--- src/rtl/tex_scanout.sv ---
// Texture scan-out: fetches one image row per display line into a line buffer
// during horizontal blanking and streams it out as 4x-magnified grey pixels.
module tex_scanout #(
    parameter int IMG_WORDS = 28,
    parameter int IMG_ROWS  = 80,
    parameter int H_ACTIVE  = 640,
    parameter int V_TOTAL   = 525
) (
    input  logic        clk,
    input  logic        reset,
    input  logic        pix_en,
    input  logic [9:0]  hcount,
    input  logic [9:0]  vcount,
    input  logic        video_on,
    input  logic        hsync_in,
    input  logic        vsync_in,
    output logic [11:0] rd_addr,
    input  logic [31:0] rd_data,
    output logic [7:0]  o_red,
    output logic [7:0]  o_green,
    output logic [7:0]  o_blue,
    output logic        hsync_out,
    output logic        vsync_out,
    output logic        busy,
    output logic        underrun
);

    localparam int KW = $clog2(IMG_WORDS + 1);
    localparam int IW = $clog2(IMG_WORDS);

    typedef enum logic [1:0] {IDLE, FETCH, LAST} state_t;

    state_t        state_q, state_d;
    logic [KW-1:0] k_q, k_d;
    logic [11:0]   rd_addr_q, rd_addr_d;
    logic          busy_q, busy_d;
    logic          underrun_q, underrun_d;
    logic [7:0]    pix_q, pix_d;
    logic          hsync_q, hsync_d;
    logic          vsync_q, vsync_d;
    logic [31:0]   line_q [IMG_WORDS];
    logic [31:0]   line_d [IMG_WORDS];

    logic [9:0]    next_line;
    logic [9:0]    img_row;
    logic          trigger;
    logic          wr_en;
    logic [IW-1:0] wr_idx;
    logic          in_win;
    logic [IW-1:0] word_idx;
    logic [31:0]   sel_word;
    logic [1:0]    byte_sel;

    // The row fetched now is the one displayed on the following line.
    assign next_line = (vcount == 10'(V_TOTAL - 1)) ? 10'd0 : vcount + 10'd1;
    assign img_row   = next_line >> 2;
    assign trigger   = pix_en && (hcount == 10'(H_ACTIVE)) && (img_row < 10'(IMG_ROWS));

    // Synchronous memory: data for the address issued at k arrives one clk later.
    assign wr_en  = ((state_q == FETCH) && (k_q != '0)) || (state_q == LAST);
    assign wr_idx = IW'(k_q - KW'(1));

    assign in_win   = video_on && (hcount < 10'(IMG_WORDS * 16)) && (vcount < 10'(IMG_ROWS * 4));
    assign word_idx = IW'(hcount >> 4);
    assign byte_sel = hcount[3:2];

    always_comb begin
        // NOTE: every signal gets a default first so no latch is inferred.
        state_d    = state_q;
        k_d        = k_q;
        rd_addr_d  = rd_addr_q;
        line_d     = line_q;
        pix_d      = pix_q;
        hsync_d    = hsync_q;
        vsync_d    = vsync_q;
        sel_word   = '0;

        case (state_q)
            IDLE: begin
                if (trigger) begin
                    state_d   = FETCH;
                    k_d       = '0;
                    rd_addr_d = 12'(img_row) * 12'(IMG_WORDS);
                end
            end
            FETCH: begin
                k_d = k_q + KW'(1);
                if (k_q == KW'(IMG_WORDS - 1)) begin
                    state_d = LAST;
                end else begin
                    rd_addr_d = rd_addr_q + 12'd1;
                end
            end
            LAST: begin
                state_d = IDLE;
                k_d     = '0;
            end
            default: state_d = IDLE;
        endcase

        if (wr_en) begin
            line_d[wr_idx] = rd_data;
        end

        busy_d     = (state_d != IDLE);
        underrun_d = underrun_q | (pix_en && (hcount == 10'd0) && video_on && busy_q);

        if (in_win) begin
            sel_word = line_q[word_idx];
        end
        if (pix_en) begin
            pix_d   = in_win ? sel_word[{byte_sel, 3'b000} +: 8] : 8'd0;
            hsync_d = hsync_in;
            vsync_d = vsync_in;
        end
    end

    // NOTE: the line buffer lives in flops rather than RAM so reset can clear every word.
    always_ff @(posedge clk or posedge reset) begin
        if (reset) begin
            state_q    <= IDLE;
            k_q        <= '0;
            rd_addr_q  <= '0;
            busy_q     <= 1'b0;
            underrun_q <= 1'b0;
            pix_q      <= '0;
            hsync_q    <= 1'b0;
            vsync_q    <= 1'b0;
            for (int i = 0; i < IMG_WORDS; i++) begin
                line_q[i] <= '0;
            end
        end else begin
            // NOTE: non-blocking updates so all flops sample pre-edge values together.
            state_q    <= state_d;
            k_q        <= k_d;
            rd_addr_q  <= rd_addr_d;
            busy_q     <= busy_d;
            underrun_q <= underrun_d;
            pix_q      <= pix_d;
            hsync_q    <= hsync_d;
            vsync_q    <= vsync_d;
            line_q     <= line_d;
        end
    end

    assign rd_addr   = rd_addr_q;
    assign busy      = busy_q;
    assign underrun  = underrun_q;
    assign o_red     = pix_q;
    assign o_green   = pix_q;
    assign o_blue    = pix_q;
    assign hsync_out = hsync_q;
    assign vsync_out = vsync_q;

endmodule

--- config.mk ---
export PLATFORM = sky130hd
export DESIGN_NAME = tex_scanout
export DESIGN_NICKNAME = d
export VERILOG_FILES = /design/src/rtl/tex_scanout.sv
export SDC_FILE = /design/constraint.sdc
export NUM_CORES = 2
export LEC_CHECK = 0
export ABC_AREA = 1
export CAP_MARGIN = 10
export CORE_ASPECT_RATIO = 1.75
export CORE_UTILIZATION = 35
export DETAILED_ROUTE_END_ITERATION = 6
export GPL_TIMING_DRIVEN = 0
export PLACE_DENSITY = 0.6
export SETUP_SLACK_MARGIN = 0.5
export SYNTH_ARGS = -nofsm -noshare
export SYNTH_HDL_FRONTEND = slang
export SYNTH_SLANG_ARGS = --single-unit
--- constraint.sdc ---
create_clock -name clk -period 90.4 [get_ports clk]
set_clock_uncertainty 0.05 [all_clocks]
set_input_delay 22.6 -clock clk [delete_from_list [all_inputs] [get_ports clk]]
set_output_delay 22.6 -clock clk [all_outputs]
set_load 0.02 [all_outputs]
[Word level (Yosys, flattened, before mapping)]
Index checks and enable logic that the tools add are counted.
Cells by class
  add/sub/neg operators: 4
  multiply operators: 1
  $lt $le $gt $ge: 6
  eq/ne operators: 7
  shift-type cells: 1
  mux-type cells: 17
  bitwise gates (word level): 3
  reduce and logical (&&, ||, !) cells: 18
Operators by type and width (number)
  $bwmux 896: 1
  $bmux 32 s5: 1
  $demux 32 s5: 1
  $mux 32: 4
  $shiftx 32x6->8: 1
  $mux 12: 2
  $pmux 12 s2: 1
  $eq 10x10->1 const B: 2
  $lt 10x9->1 const B: 2
  $pmux 5 s3: 1
  $add 12x1->12 const B: 1
  $ge 6x6->1 const B: 2
  $not 5->6: 2
  $add 10x1->10 const B: 1
  $logic_not 10->1: 1
  $mul 8x3->10 const B: 1
  $mux 10: 1
  $logic_and 1x1->1: 9
  $lt 8x7->1 const B: 1
  $mux 8: 1
  $lt 6x1->1 const B: 1
  $add 5x1->5 const B: 1
  $eq 5x5->1 const B: 1
  $mux 5: 1
  other kinds (14): 17
Storage, ports and cells
  bits in registers: 927
  input bits: 58
  output and inout bits: 40
  word-level logic and storage cells: 93

[Depth between registers and ports, before layout]
  depth after elaboration: 7
  mapped depth: 25
  depth with buffers taken out: 25

[Worst setup path before layout]
Ideal clock, no wire load.
  kind: input port to flip-flop
  start point: input port vcount[0]
  end point: register rd_addr_q[10] (netlist: rd_addr[10])
  arrival time: 25.006 ns
  data required time: 90.231 ns
  path slack: 65.224 ns
  stages: 22
  cells stage by stage: nand2_1 > nor2_1 > inv_1 > nor2_1 > nand2_1 > nor2_1 > inv_1 > nand2_1 > xor2_1 > inv_1 > ha_1 > ha_1 > a21oi_1 > nand2_1 > nand2_1 > nand2_1 > a21oi_1 > nand2_1 > nand2_1 > o21ai_0 > nor2_1 > nor2_1
On the way
  cells in the longest elaborated chain, start to end: 6
  elaborated cells on any way between the ends: 10
RTL lines
  start, declared: RTL line 13  | input logic [9:0] vcount,
  $add 10x1->10 or $eq 10x10->1 (tied branches): RTL line 55  | assign next_line = (vcount == 10'(V_TOTAL - 1)) ? 10'd0 : vcount + 10'd1;
  $mux 10 *: RTL line 55
  parallel branches: the longest is 4 deep, another holds $mul 8x3->10
  end signal, assigned: RTL line 136  | rd_addr_q <= rd_addr_d;
  end, declared: RTL line 35  | logic [11:0] rd_addr_q, rd_addr_d;
Mark *: on every way between the ends. The select of a mux whose other input is x is not followed.
A chain may end at the register's enable or synchronous reset.

[Worst setup path after layout]
  start point: input port hcount[7]
  end point: register pix_q[6] (netlist: o_blue[6])
On the way
  cells in the longest elaborated chain, start to end: 7
  elaborated cells on any way between the ends: 10
RTL lines
  start, declared: RTL line 12  | input logic [9:0] hcount,
  $not 5->6 (implied by the code): RTL line 109  | sel_word = line_q[word_idx];
  $bmux 32 s5: RTL line 109
  $mux 32 (implied by the code) (2 in series): RTL line 109
  $mux 32: RTL line 108  | if (in_win) begin
  $shiftx 32x6->8: RTL line 112  | pix_d = in_win ? sel_word[{byte_sel, 3'b000} +: 8] : 8'd0;
  $mux 8 *: RTL line 112
  end signal, assigned: RTL line 139  | pix_q <= pix_d;
  end, declared: RTL line 38  | logic [7:0] pix_q, pix_d;
Every way passes the cells marked *; elsewhere a longest branch is shown, timed or not. The select of a mux whose other input is x is not followed.

==> results by group <==
Status
  • Outcome: finished, violations left
  • Failing checks: design-rule violations, max-capacitance violations, max-slew violations

STA
  • Slew Limit Fails: 11
  • Setup TNS: 0 ns
  • Rel. slew slack: -0.0404
  • RSZ-0062 raised after global routing: false
  • Worst setup margin: 63.63 ns
  • Final-report hold violation count: 0
  • Final Cycle Share: 0.296
  • Peak Freq: 37.4 MHz
  • Final setup viols: 0
  • Fin crit period: 26.77 ns
  • Worst Max-Slew Pin Slew: 1.56 ns

Synthesis
  • Multiplexer share of the synthesized area: 0
  • Async SR Flop Fraction: 1.00
  • Adder-cell share of the synthesized area: 0.00839
  • Synth area leaders: dfrtp_1 (52%), nand2_1 (16%), o21ai_0 (10%), nand3_1 (4.0%), nor2_1 (3.9%)
  • Largest family of logic cells by synthesized area: simple AND/OR/NAND/NOR gates
  • Yosys top cell by area: dfrtp_1
  • Post-synthesis sequential area ratio: 0.522
  • Top FF cell, synth: dfrtp_1
  • Cell count after synthesis: 5748
  • Ys Warns: 0
  • #FFs+latches synth: 927
  • Post-synthesis xor/xnor area fraction: 0.00422
  • Syn_area_per_cell: 7.73 sq um
  • Post-Synth Simple-Gate Area: 0.251
  • Synth cell types: 43
  • Compound-cell area share of the yosys netlist: 0.144
  • EDFF count, synth: 0
  • Top cell type's share of synthesized area: 0.522
  • Post-Syn Area: 0.0444 sq mm
  • Syn Nets: 5834

Power and ir drop
  • VDD IR max: 15.2 uV
  • Static leakage: 26.5 nW
  • Pwr dens: 20.1 mW/mm^2

Clock tree
  • Clock Latency Late Sink: 0.75 ns
  • # clock sinks: 927
  • CTS clk-pin slew, worst paths: 0.07 ns
  • CTS tree: done
  • Resize count post-CTS: 0
  • Longest Clk Path Bufs: 3
  • Post-CTS setup buffers: 0
  • Hold buffers post-CTS: 0
  • Number of H-tree levels: 3
  • Root Driver: clkbuf_16
  • CTS buffer count: 93

Flow run
  • Max cap viols: 1

Worst setup path
  • Crit-path max FO: 10
  • Max stage delay on crit path: 1.13 ns
  • Worst EP arrival: 27.39 ns
  • Worst Setup SP: hcount[7]
  • CP required: 91.02 ns
  • Worst path top cell family by delay: buffers and inverters
  • Crit Path Category: in2reg
  • CP Capture Type: register
  • Slowest-stage cell, CP: buf_1
  • Most common cell on crit path: nand2_1
  • Critical path startpoint category: primary input
  • Crit path cell chain: clkdlybuf4s50_1 > inv_2 > nor2_1 > clkbuf_1 > buf_1 > nand2_1 > a21oi_1 > nor2_1 > nand2_1 > nand2_1 > nand2_1 > nand3_1 > nand2_1
  • Buf+Inv Stages, Crit Path: 4
  • R2R setup slack: 86.70 ns
  • Worst reg2reg startpoint: k_q[0]$_DFFE_PP0P_

Detailed routing
  • Aggregate routed wire length: 256000 um
  • Drt via density: 5.74
  • Pre-antenna DRT Iters: 7
  • Final ANT Viol Nets: 0
  • Vias after detailed routing: 44367
  • # DRC: 1
  • Initial DRC count: 5372
  • DR WL/cell: 33.1 um

Global route
  • First-pass GRT wire length: 346000 um
  • Antenna violations before repair: 27
  • GRT Util Overall: 0.396
  • Grt ovf: 0
  • Vias in the first global route: 42337
  • Largest net degree at the start of global routing: 125

Finish
  • Share of cells above drive strength 1: 0.0679
  • Sequential standard cell area: 0.0232 sq mm
  • Area grow syn2layout: 16.5%
  • Nets: 6075
  • Area occupied by multi-input gates: 0.0181 sq mm
  • Final-layout fill cell count: 13091

Placement
  • Post-Place Setup Slack: 63.30 ns
  • Input/output buffers: 94
  • Placer congestion estimate: 1.06
  • DP HPWL: 187000 um

Floorplanning
  • Rows: 172
  • # IOs: 98
  • Die X: 271 um
  • Die height: 473 um
  • Core Region: 0.126 sq mm
  • Die area: 0.128 sq mm
  • Initial Utilization: 0.354

Worst hold path
  • Min-delay src: line_q[564]$_DFFE_PP0P_
  • Hold Crit Class: reg2reg
-- worst register-to-register path, cell delays in order (launching register included) --
cell and delay [ns]:
dfrtp_1 0.43, inv_1 0.14, ha_1 0.32, nand4_1 0.17, a21oi_2 0.14, nor2_2 1.07
nand2_2 0.45, clkbuf_1 0.49, nand2_1 0.20, o21ai_0 0.09
-- metal layers --
| layer | part of all wire | vias up | wire length, um | global-route usage |
|---|---|---|---|---|
| li1 | - | 18902 | - | - |
| met1 | 0.34 | 21831 | 87500 | 0.433 |
| met3 | 0.083 | 987 | 21100 | 0.0864 |
| met4 | 0.12 | 16 | 31300 | 0.411 |
| met2 | 0.45 | 2631 | 116000 | 0.618 |
| met5 | 0.00054 | - | 138 | 0 |
-- kinds of logic (layout without fill, tap and decap cells) --
family          after synthesis  in the layout
fa+ha+maj                    28             28
other cells                   0             17
buf+inv                     754           1071
flops                       927            927
simple gates               2783           2783
compound gates             1241           1241
xor+xnor                     15             15
-- state kept, by name (all words and copies together), names as in the netlist --
signal	flops
vsync_out	1
state_q	2
o_blue	8
busy	1
hsync_out	1
underrun	1
line_q	896
k_q	5
rd_addr	12
-- cells in the mapped netlist, types with 25 or more instances --
| library cell | number |
|---|---|
| nand2_1 | 1885 |
| buf_2 | 49 |
| dfrtp_1 | 927 |
| clkbuf_1 | 313 |
| inv_1 | 306 |
| ha_1 | 25 |
| buf_1 | 40 |
| a21oi_1 | 54 |
| o21ai_1 | 221 |
| nor2_1 | 462 |
| nand3_1 | 359 |
| o21ai_0 | 898 |
-- cells in the final DEF (no fill, tap or decap), types with 25 or more instances in the layout --
cell | Yosys | routed
a21oi_1 | 54 | 54
buf_1 | 40 | 36
buf_2 | 49 | 54
buf_6 | 23 | 25
buf_8 | 0 | 28
clkbuf_1 | 313 | 310
clkbuf_16 | 0 | 95
clkdlybuf4s50_1 | 0 | 94
dfrtp_1 | 927 | 927
ha_1 | 25 | 25
inv_1 | 306 | 305
nand2_1 | 1885 | 1885
nand3_1 | 359 | 359
nor2_1 | 462 | 462
o21ai_0 | 898 | 898
o21ai_1 | 221 | 221
-- cell type report --
cell class / instances / area share
flip-flops and latches: 927 / 0.448
multi-input cells: 4067 / 0.350
clock buffers: 127 / 0.0507
well taps: 1653 / 0.0399
plain buffers: 442 / 0.0384
repair buffers: 146 / 0.0376
inverters: 312 / 0.0228
clock inverters: 44 / 0.0119
diodes: 17 / 0.000821
-- final timing paths --
| path | depth (start not counted) | end |
|---|---|---|
| worst min register to register | 2 | line_q[564]$_DFFE_PP0P_ |
| worst min-delay path | 2 | line_q[564]$_DFFE_PP0P_ |
| worst max-delay path | 13 | o_blue[6]$_DFFE_PP0P_ |
| worst max register to register | 9 | line_q[844]$_DFFE_PP0P_ |
| max in group asynchronous | 6 | line_q[739]$_DFFE_PP0P_ |
| min in group asynchronous | 2 | line_q[233]$_DFFE_PP0P_ |
-- where the power goes --
part / switching, W / internal (W) / total, W
clock: 0.000187 / 0.000240 / 0.000427
combinational: 0.000125 / 0.0000436 / 0.000169
sequential: 0.0000142 / 0.000432 / 0.000447
total: 0.000327 / 0.000716 / 0.00104
-- through the flow --
step | util | hold slack (ns) | std cells | area [sq um] | power, W
after floorplan | - | 0.395 | 5748 | 44400 | 0.000535
after global placement | 0.378 | 0.408 | 7495 | 47500 | 0.000612
after detailed placement | 0.385 | 0.412 | 7543 | 48400 | 0.000617
after CTS | 0.411 | 0.427 | 7714 | 51700 | 0.00104
after global routing | 0.412 | 0.446 | 7721 | 51800 | 0.00107
final | 0.412 | 0.427 | 7735 | 51800 | 0.00104
(Power assumes the default switching activity.)
